**src/rtl/uart_pkg.sv**
```systemverilog
// rtl/uart_pkg.sv - shared UART definitions for the receiver and transmitter
package uart_pkg;

    localparam int DEFAULT_CLKS_PER_BIT = 104;
    localparam int DEFAULT_DATA_WIDTH   = 8;

    typedef enum logic [2:0] {
        IDLE,
        START,
        DATA,
        STOP,
        WAIT_HIGH
    } uart_state_e;

    // Clock count at which the middle of the start bit is reached.
    function automatic int half_bit(input int clks_per_bit);
        return (clks_per_bit - 1) / 2;
    endfunction

endpackage

```
**src/rtl/uart_rx_sync.sv**
```systemverilog
// rtl/uart_rx_sync.sv - metastability synchronizer and falling-edge detect for the rx pin
module uart_rx_sync #(
    parameter int SYNC_STAGES = 2
) (
    input  logic clk,
    input  logic rst_n,
    input  logic rx_async,
    output logic rx_s,
    output logic fall
);

    logic [SYNC_STAGES-1:0] sync_q;
    logic                   prev_q;

    // Everything resets to the idle-high level so reset release never looks like a start bit.
    always_ff @(posedge clk or negedge rst_n) begin
        if (!rst_n) begin
            sync_q <= '1;
            prev_q <= 1'b1;
        end else begin
            sync_q <= {sync_q[SYNC_STAGES-2:0], rx_async};
            prev_q <= sync_q[SYNC_STAGES-1];
        end
    end

    assign rx_s = sync_q[SYNC_STAGES-1];
    assign fall = prev_q & ~rx_s;

endmodule

```
**src/rtl/uart_rx_fsm.sv**
```systemverilog
// rtl/uart_rx_fsm.sv - 8N1 UART receiver with mid-bit sampling and a valid/ready byte register
module uart_rx_fsm
    import uart_pkg::*;
#(
    parameter int DATA_WIDTH   = DEFAULT_DATA_WIDTH,
    parameter int CLKS_PER_BIT = DEFAULT_CLKS_PER_BIT,
    parameter int SYNC_STAGES  = 2
) (
    input  logic                  clk,
    input  logic                  rst_n,
    input  logic                  rx_en,
    input  logic                  ftdi_rx,
    output logic [DATA_WIDTH-1:0] rx_byte,
    output logic                  rx_valid,
    input  logic                  rx_ready,
    output logic                  frame_err,
    output logic                  overrun,
    output logic                  busy
);

    localparam int CNT_W = $clog2(CLKS_PER_BIT);
    localparam int IDX_W = $clog2(DATA_WIDTH + 1);

    localparam logic [CNT_W-1:0] HALF_CNT = CNT_W'(half_bit(CLKS_PER_BIT));
    localparam logic [CNT_W-1:0] FULL_CNT = CNT_W'(CLKS_PER_BIT - 1);
    localparam logic [IDX_W-1:0] LAST_IDX = IDX_W'(DATA_WIDTH - 1);

    logic rx_s;
    logic fall;

    uart_rx_sync #(
        .SYNC_STAGES(SYNC_STAGES)
    ) u_sync (
        .clk     (clk),
        .rst_n   (rst_n),
        .rx_async(ftdi_rx),
        .rx_s    (rx_s),
        .fall    (fall)
    );

    uart_state_e           state_q, state_d;
    logic [CNT_W-1:0]      cnt_q, cnt_d;
    logic [IDX_W-1:0]      idx_q, idx_d;
    logic [DATA_WIDTH-1:0] shift_q, shift_d;
    logic [DATA_WIDTH-1:0] rx_byte_q, rx_byte_d;
    logic                  rx_valid_q, rx_valid_d;
    logic                  frame_err_q, frame_err_d;
    logic                  overrun_q, overrun_d;
    logic                  stop_good;
    logic                  stop_bad;

    always_comb begin
        state_d   = state_q;
        cnt_d     = cnt_q;
        idx_d     = idx_q;
        shift_d   = shift_q;
        stop_good = 1'b0;
        stop_bad  = 1'b0;

        unique case (state_q)
            IDLE: begin
                cnt_d = '0;
                idx_d = '0;
                if (fall) begin
                    state_d = START;
                end
            end
            START: begin
                if (cnt_q == HALF_CNT) begin
                    cnt_d   = '0;
                    idx_d   = '0;
                    state_d = rx_s ? IDLE : DATA;
                end else begin
                    cnt_d = cnt_q + 1'b1;
                end
            end
            DATA: begin
                if (cnt_q == FULL_CNT) begin
                    cnt_d = '0;
                    // LSB arrives first, so shifting in from the top leaves bit i at index i.
                    shift_d = {rx_s, shift_q[DATA_WIDTH-1:1]};
                    idx_d   = idx_q + 1'b1;
                    if (idx_q == LAST_IDX) begin
                        state_d = STOP;
                    end
                end else begin
                    cnt_d = cnt_q + 1'b1;
                end
            end
            STOP: begin
                if (cnt_q == FULL_CNT) begin
                    cnt_d = '0;
                    if (rx_s) begin
                        stop_good = 1'b1;
                        state_d   = IDLE;
                    end else begin
                        stop_bad = 1'b1;
                        state_d  = WAIT_HIGH;
                    end
                end else begin
                    cnt_d = cnt_q + 1'b1;
                end
            end
            WAIT_HIGH: begin
                if (rx_s) begin
                    state_d = IDLE;
                end
            end
            default: begin
                state_d = IDLE;
            end
        endcase

        if (!rx_en) begin
            state_d   = IDLE;
            cnt_d     = '0;
            idx_d     = '0;
            stop_good = 1'b0;
            stop_bad  = 1'b0;
        end
    end

    always_comb begin
        rx_byte_d   = rx_byte_q;
        rx_valid_d  = rx_valid_q;
        frame_err_d = stop_bad;
        overrun_d   = 1'b0;

        if (stop_good) begin
            if (!rx_valid_q || rx_ready) begin
                rx_byte_d  = shift_q;
                rx_valid_d = 1'b1;
            end else begin
                overrun_d = 1'b1;
            end
        end else if (rx_valid_q && rx_ready) begin
            rx_valid_d = 1'b0;
        end
    end

    always_ff @(posedge clk or negedge rst_n) begin
        if (!rst_n) begin
            state_q     <= IDLE;
            cnt_q       <= '0;
            idx_q       <= '0;
            shift_q     <= '0;
            rx_byte_q   <= '0;
            rx_valid_q  <= 1'b0;
            frame_err_q <= 1'b0;
            overrun_q   <= 1'b0;
        end else begin
            state_q     <= state_d;
            cnt_q       <= cnt_d;
            idx_q       <= idx_d;
            shift_q     <= shift_d;
            rx_byte_q   <= rx_byte_d;
            rx_valid_q  <= rx_valid_d;
            frame_err_q <= frame_err_d;
            overrun_q   <= overrun_d;
        end
    end

    assign rx_byte   = rx_byte_q;
    assign rx_valid  = rx_valid_q;
    assign frame_err = frame_err_q;
    assign overrun   = overrun_q;
    assign busy      = (state_q != IDLE);

endmodule

```
**config.mk**
```make
export PLATFORM = sky130hd
export DESIGN_NAME = uart_rx_fsm
export DESIGN_NICKNAME = d
export VERILOG_FILES = /design/src/rtl/uart_pkg.sv /design/src/rtl/uart_rx_sync.sv /design/src/rtl/uart_rx_fsm.sv
export SDC_FILE = /design/constraint.sdc
export NUM_CORES = 1
export LEC_CHECK = 0
export ABC_AREA = 1
export CAP_MARGIN = 0
export CORE_MARGIN = 5
export CORE_UTILIZATION = 60
export CTS_CLUSTER_SIZE = 20
export DETAILED_ROUTE_END_ITERATION = 10
export PLACE_DENSITY_LB_ADDON = 0.1
export SYNTH_ARGS = -nofsm -noshare
export SYNTH_HDL_FRONTEND = slang
export SYNTH_SLANG_ARGS = --single-unit
```
**constraint.sdc**
```tcl
create_clock -name clk -period 3.3 [get_ports clk]
set_input_delay 0.66 -clock clk [delete_from_list [all_inputs] [get_ports clk]]
set_output_delay 0.66 -clock clk [all_outputs]
set_load 0.01 [all_outputs]
```
==> PnR_summary.wiki, run 1 <==
{| class="wikitable"
! Metric !! Value
|-
| Required time at the worst-slack endpoint || 2.64 ns
|-
| Asr flop ratio synth || 1.00
|-
| Clk_skew || 0.00964 ns
|-
| Horiz. Die Dim || 63.9 um
|-
| Final worst hold slack || 0.369 ns
|-
| Biggest area consumer among synthesized cells || sky130_fd_sc_hd__dfrtp_1
|-
| Post-DRT Antenna Nets || 0
|-
| Instance count of the mapped netlist || 207
|-
| Detailed Route WL || 3.28 mm
|-
| Endpoints failing setup || 0
|-
| Storage cell area || 905 sq um
|-
| Data arrival time of the critical path || 1.66 ns
|-
| Cts repair resizes || 0
|-
| WS Path Type || flop to output pin
|-
| Cell Count Post-Placement || 252
|-
| Cell area after layout || 2000 sq um
|-
| Remaining design rule violation count || 0
|-
| Netlist cell types || 23
|-
| Drt wl/cell || 12.6 um
|-
| Placement Rows || 19
|-
| Synthesis-to-finish area growth || 14.9%
|-
| # H-tree levels || 2
|-
| Worst setup path startpoint || state_q[0]
|-
| Total of flip-flops plus latches after synthesis || 36
|-
| Area of the placeable core || 2760 sq um
|-
| Synthesized Nets || 214
|-
| Accumulated negative setup slack || 0 ns
|-
| Quantity of I/O buffers inserted on ports || 16
|-
| Diodes inserted || 0
|-
| Final setup margin || 0.982 ns
|-
| RSZ-0062 raised after global routing || false
|-
| Area fraction of the dominant cell type after synthesis || 0.474
|-
| Area taken by multi-input logic gates || 729 sq um
|-
| Number of pins with negative max-slew slack in the final report || 0
|-
| Minimum clock period after layout || 2.32 ns
|-
| Die height || 63.9 um
|-
| Worst-case clock buffer depth || 2
|-
| Mapped Area || 1740 sq um
|-
| Hpwl dp || 2.46 mm
|-
| Number of max-capacitance violations reported || 0
|-
| DR pass1 iterations || 4
|-
| Pin count of the biggest net entering global routing || 37
|-
| Max incr delay on CP || 0.49 ns
|-
| Synth Warn # || 0
|-
| Type of destination of the critical path || output pin
|-
| WP buf/inv || 1
|-
| Initial core utilization || 0.631
|-
| Post-CTS setup buffers || 0
|-
| Run status || finished clean
|-
| Final hold viol count || 0
|-
| Latest clock arrival within the worst-skew pair || 0.34 ns
|-
| Antenna violations before repair || 0
|-
| Vias per inst || 5.32
|-
| Top cells by area, synth || sky130_fd_sc_hd__dfrtp_1, sky130_fd_sc_hd__nand2_1, sky130_fd_sc_hd__nand3_1
|-
| Hold worst-path end || u_sync.sync_q[1]
|-
| Proportion of layout cells with a drive suffix above 1 || 0.131
|-
| Number of global-route vias before repair || 1367
|-
| Startpoint of the lowest-slack hold path || u_sync.sync_q[0]
|-
| Area of the die || 4080 sq um
|-
| Leak pwr || 0.997 nW
|-
| Top-count cell post-synth || sky130_fd_sc_hd__nand2_1
|-
| Register-to-register setup slack || 1.70 ns
|-
| Mean instance size in the synthesized netlist || 8.41 sq um
|-
| Number of nets in the layout || 235
|-
| Fillers || 214
|-
| Number of cells on the worst hold path || 0
|-
| Dominant synthesized flop cell || sky130_fd_sc_hd__dfrtp_1
|-
| Number of vias after detailed routing || 1383
|-
| Element type at the critical path start || flop
|-
| Worst slack after detailed placement || 1.13 ns
|-
| Clock slew seen by the registers of the worst setup and hold paths || 0.11 ns
|-
| Max VDD drop || 463 uV
|-
| Top delay family on crit path || buffers and inverters
|-
| First-pass GRT wire length || 5.93 mm
|-
| Reg2reg end || rx_byte[2]
|-
| Worst Reg2Reg Path Length in Cells || 7
|-
| Master of the slowest instance on the critical path || sky130_fd_sc_hd__clkdlybuf4s50_1
|-
| Crit Path Max Fanout || 8
|-
| Placed cell area || 1920 sq um
|-
| Cell types with the highest counts after synthesis || sky130_fd_sc_hd__nand2_1, sky130_fd_sc_hd__dfrtp_1, sky130_fd_sc_hd__nor2_1, sky130_fd_sc_hd__nand3_1, sky130_fd_sc_hd__inv_1
|-
| Worst Max-Slew Pin Slew || 0.729 ns
|-
| Maximum achievable frequency || 431 MHz
|-
| Number of synthesized flops with an enable pin || 0
|-
| Top-level port count || 17
|-
| Number of hold-repair buffers added at the cts stage || 0
|-
| Clock sink count || 36
|-
| Final period util || 0.702
|-
| CTS tree || built
|-
| Cts bufs inserted || 5
|-
| Clock Root Buffer || sky130_fd_sc_hd__clkbuf_4
|-
| Number of standard cells in the layout, taps in and fillers out || 260
|-
| Total GRT Usage || 0.181
|-
| Reg2Reg Launch Point || cnt_q[0]
|-
| Initial DRC Count || 78
|-
| Routability cong. || 0.858
|-
| Class of the tightest hold or removal check || flop to flop
|-
| Worst path cell trace || nor2_1, nand2_1, clkdlybuf4s50_1
|-
| Cell Pwr Density || 518 nW/um^2
|-
| GRT Residual Overflow || 0
|-
| Share of synthesized area occupied by flip-flops and latches || 0.520
|-
| Max-Slew Margin vs Limit || 0.512
|}
-- cells by family after synthesis --
logic type               after synthesis  synth area share
AND/OR/NAND/NOR                      113             0.302
flip-flops                            36             0.520
AO/OA/AOI/OAI                         27            0.0776
buffers and inverters                 24            0.0611
XOR/XNOR                               5            0.0252
adder cells (fa/ha/maj)                2            0.0144
-- report_power, final --
group / leakage, nW / switching [mW] / internal, mW
Sequential: 0.490 / 0.0342 / 0.466
Clock: 0.0412 / 0.148 / 0.158
Combinational: 0.466 / 0.146 / 0.0821
Total: 0.997 / 0.329 / 0.706
-- state kept, by name, indices dropped and copies added, names as in the netlist --
signal / count
u_sync.prev_q: 1
shift_q: 8
cnt_q: 7
idx_q: 4
u_sync.sync_q: 2
rx_byte: 8
state_q: 3
rx_valid: 1
frame_err: 1
overrun: 1
-- per-stage QoR --
step            util  power, mW
3_3_place_gp   0.696      0.726
4_1_cts        0.725       1.04
3_5_place_dp   0.696      0.735
2_1_floorplan      -      0.668
5_1_grt        0.725       1.11
6_report       0.725       1.04
-- worst max-delay path by stage --
stage | to | slack (ns) | cells after the start
2_1_floorplan | rx_byte[0] | 1.83 | 8
3_3_place_gp | rx_byte[3] | 1.19 | 9
3_5_place_dp | rx_byte[3] | 1.13 | 9
4_1_cts | busy | 0.97 | 3
5_1_grt | busy | 0.89 | 3
6_report | busy | 0.98 | 3
-- cell usage in the layout (no fill, tap or decap) --
| cell type | count |
|---|---|
| sky130_fd_sc_hd__inv_2 | 5 |
| sky130_fd_sc_hd__nor2_2 | 3 |
| sky130_fd_sc_hd__bufinv_16 | 1 |
| sky130_fd_sc_hd__ha_1 | 2 |
| sky130_fd_sc_hd__nand3_4 | 1 |
| sky130_fd_sc_hd__nor3_2 | 1 |
| sky130_fd_sc_hd__dfrtp_1 | 33 |
| sky130_fd_sc_hd__nand3_1 | 21 |
| sky130_fd_sc_hd__clkinvlp_4 | 1 |
| sky130_fd_sc_hd__nor2_1 | 25 |
| sky130_fd_sc_hd__xor2_1 | 3 |
| sky130_fd_sc_hd__nor2_4 | 2 |
| sky130_fd_sc_hd__xnor2_1 | 2 |
| sky130_fd_sc_hd__buf_4 | 1 |
| sky130_fd_sc_hd__nand2_2 | 3 |
| sky130_fd_sc_hd__a21oi_1 | 11 |
| sky130_fd_sc_hd__dfstp_2 | 3 |
| sky130_fd_sc_hd__nand3_2 | 1 |
| sky130_fd_sc_hd__clkinv_2 | 1 |
| sky130_fd_sc_hd__or2_2 | 1 |
| sky130_fd_sc_hd__nor2_8 | 1 |
| sky130_fd_sc_hd__nand2_1 | 54 |
| sky130_fd_sc_hd__o21ai_1 | 15 |
| sky130_fd_sc_hd__clkbuf_4 | 5 |
| sky130_fd_sc_hd__o21ai_0 | 1 |
| sky130_fd_sc_hd__inv_1 | 16 |
| sky130_fd_sc_hd__clkdlybuf4s50_1 | 16 |
-- final cells by class --
cell class / instances / area share
Tap cell: 31 / 0.0194
Multi-Input combinational cell: 147 / 0.365
Timing Repair Buffer: 17 / 0.0839
Sequential cell: 36 / 0.452
Inverter: 21 / 0.0394
Clock buffer: 5 / 0.0188
Clock inverter: 3 / 0.0213
-- layer usage --
metal | vias up | global-route usage | wire length [um]
li1 | 704 | - | -
met1 | 648 | 0.225 | 1520
met2 | 27 | 0.290 | 1550
met3 | 4 | 0.0630 | 155
met4 | 0 | 0.0675 | 48
met5 | - | 0 | 0
No activity file was read; power rests on OpenSTA's default activity.
==> run 2: changes to the inputs <==
--- a/config.mk
+++ b/config.mk
@@ -8,7 +8,7 @@
 export ABC_AREA = 1
 export CAP_MARGIN = 0
 export CORE_MARGIN = 5
-export CORE_UTILIZATION = 60
+export CORE_UTILIZATION = 56
 export CTS_CLUSTER_SIZE = 20
 export DETAILED_ROUTE_END_ITERATION = 10
 export PLACE_DENSITY_LB_ADDON = 0.1
==> constraint.sdc (replaced) <==
create_clock -name clk -period 2.2 [get_ports clk]
set_input_delay 0.44 -clock clk [delete_from_list [all_inputs] [get_ports clk]]
set_output_delay 0.44 -clock clk [all_outputs]
set_load 0.01 [all_outputs]
==> PnR_summary.wiki, run 2 (synthesis results as in run 1) <==
{| class="wikitable"
! Metric !! Value
|-
| Latest clock arrival within the worst-skew pair || 0.33 ns
|-
| Number of max-capacitance violations reported || 0
|-
| Vias per inst || 4.91
|-
| Antenna violations before repair || 0
|-
| Drt wl/cell || 11.9 um
|-
| Clock Root Buffer || sky130_fd_sc_hd__clkbuf_4
|-
| Class of the tightest hold or removal check || flop to flop
|-
| Hpwl dp || 2.46 mm
|-
| Top-level port count || 17
|-
| Accumulated negative setup slack || 0 ns
|-
| Type of destination of the critical path || output pin
|-
| Pin count of the biggest net entering global routing || 37
|-
| Max VDD drop || 418 uV
|-
| Clk_skew || 0.00566 ns
|-
| # H-tree levels || 2
|-
| Number of pins with negative max-slew slack in the final report || 0
|-
| Register-to-register setup slack || 0.58 ns
|-
| Master of the slowest instance on the critical path || sky130_fd_sc_hd__dfrtp_1
|-
| WS Path Type || flop to output pin
|-
| Synthesis-to-finish area growth || 16.2%
|-
| Number of vias after detailed routing || 1344
|-
| DR pass1 iterations || 4
|-
| Horiz. Die Dim || 65.8 um
|-
| Data arrival time of the critical path || 1.60 ns
|-
| Worst path cell trace || nor2_2, nand2_1, clkdlybuf4s50_1
|-
| Final hold viol count || 0
|-
| Total GRT Usage || 0.177
|-
| Routability cong. || 0.873
|-
| Initial core utilization || 0.575
|-
| Worst Max-Slew Pin Slew || 0.436 ns
|-
| Utilization after layout || 0.668
|-
| Remaining design rule violation count || 0
|-
| Leak pwr || 1.00 nW
|-
| Post-DRT Antenna Nets || 0
|-
| Clock slew seen by the registers of the worst setup and hold paths || 0.10 ns
|-
| Area of the placeable core || 3030 sq um
|-
| Post-CTS setup buffers || 0
|-
| Max-Slew Margin vs Limit || 0.709
|-
| Final worst hold slack || 0.362 ns
|-
| Max incr delay on CP || 0.50 ns
|-
| Crit Path Max Fanout || 8
|-
| GRT Residual Overflow || 0
|-
| Die height || 65.8 um
|-
| Worst-case clock buffer depth || 2
|-
| Commonest non-fill, non-tap cell in the layout || sky130_fd_sc_hd__nand2_1
|-
| Required time at the worst-slack endpoint || 1.76 ns
|-
| Minimum clock period after layout || 2.04 ns
|-
| Detailed Route WL || 3.25 mm
|-
| Endpoints failing setup || 0
|-
| Element type at the critical path start || flop
|-
| Number of hold-repair buffers added at the cts stage || 0
|-
| Cell Pwr Density || 765 nW/um^2
|-
| Top delay family on crit path || flip-flops
|-
| Cts bufs inserted || 5
|-
| Most used cells in the layout excluding fill and tap cells || sky130_fd_sc_hd__nand2_1, sky130_fd_sc_hd__dfrtp_1, sky130_fd_sc_hd__nor2_1
|-
| WP buf/inv || 1
|-
| Final period util || 0.926
|-
| Initial DRC Count || 68
|-
| CTS tree || built
|-
| Number of global-route vias before repair || 1374
|-
| Proportion of layout cells with a drive suffix above 1 || 0.135
|-
| Run status || finished clean
|-
| Diodes inserted || 0
|-
| Quantity of I/O buffers inserted on ports || 16
|-
| Number of nets in the layout || 236
|-
| Placement Rows || 20
|-
| Area of the die || 4320 sq um
|-
| First-pass GRT wire length || 5.95 mm
|-
| Clock sink count || 36
|-
| RSZ-0062 raised after global routing || false
|-
| Maximum achievable frequency || 491 MHz
|}
==> run 2: changes by cell type in the layout (fill, tap and decap cells not counted) <==
cell,change
sky130_fd_sc_hd__buf_4,+1
sky130_fd_sc_hd__clkbuf_1,+1
sky130_fd_sc_hd__nor2_1,-1
sky130_fd_sc_hd__clkinvlp_4,-1
sky130_fd_sc_hd__nor2_2,+1
==> run 2: stage by stage <==
stage | power, mW | worst slack [ns] | area, sq um | std cells
floorplan | 1.00 | 0.801 | 1740 | 207
global placement | 1.09 | 0.298 | 1940 | 266
detailed placement | 1.11 | 0.254 | 1940 | 266
CTS | 1.56 | 0.0778 | 2020 | 274
global route | 1.66 | 0.0638 | 2020 | 274
finish | 1.55 | 0.162 | 2020 | 274
==> run 2: area by class of cell <==
type                            count  area, sq um
Clock buffer                        6         41.3
Clock inverter                      2         35.0
Inverter                           21         78.8
Timing Repair Buffer               18          175
Fill cell                         271         1010
Sequential cell                    36          905
Multi-Input combinational cell    147          732
Tap cell                           44         55.1
==> run 2: repair_timing <==
item	CTS	global route
setup endpoints to repair	0	1
hold endpoints to repair	0	0
gates resized for setup	0	1
==> run 2: path summary, 6_finish.rpt <==
path | to | start | cells past startpoint
max reg2reg | state_q[0] | cnt_q[0] | 8
min reg2reg | u_sync.sync_q[1] | u_sync.sync_q[0] | 0
max | busy | state_q[0] | 3
max in group asynchronous | u_sync.sync_q[1] | rst_n | 2
min | u_sync.sync_q[1] | u_sync.sync_q[0] | 0
min in group asynchronous | cnt_q[3] | rst_n | 2
==> run 2: per-layer routing <==
layer,vias up,track usage,routed length (um),share of wire
met5,-,0,0,0
met4,0,0.0466,25,0.0077
met3,2,0.0427,144,0.044
met2,25,0.292,1580,0.49
met1,615,0.232,1500,0.46
li1,702,-,-,-
==> run 2: where the power goes <==
group / total, mW / internal [mW] / leakage, nW / switching, mW
combinational: 0.350 / 0.125 / 0.472 / 0.225
sequential: 0.755 / 0.699 / 0.490 / 0.0555
clock: 0.443 / 0.238 / 0.0422 / 0.205
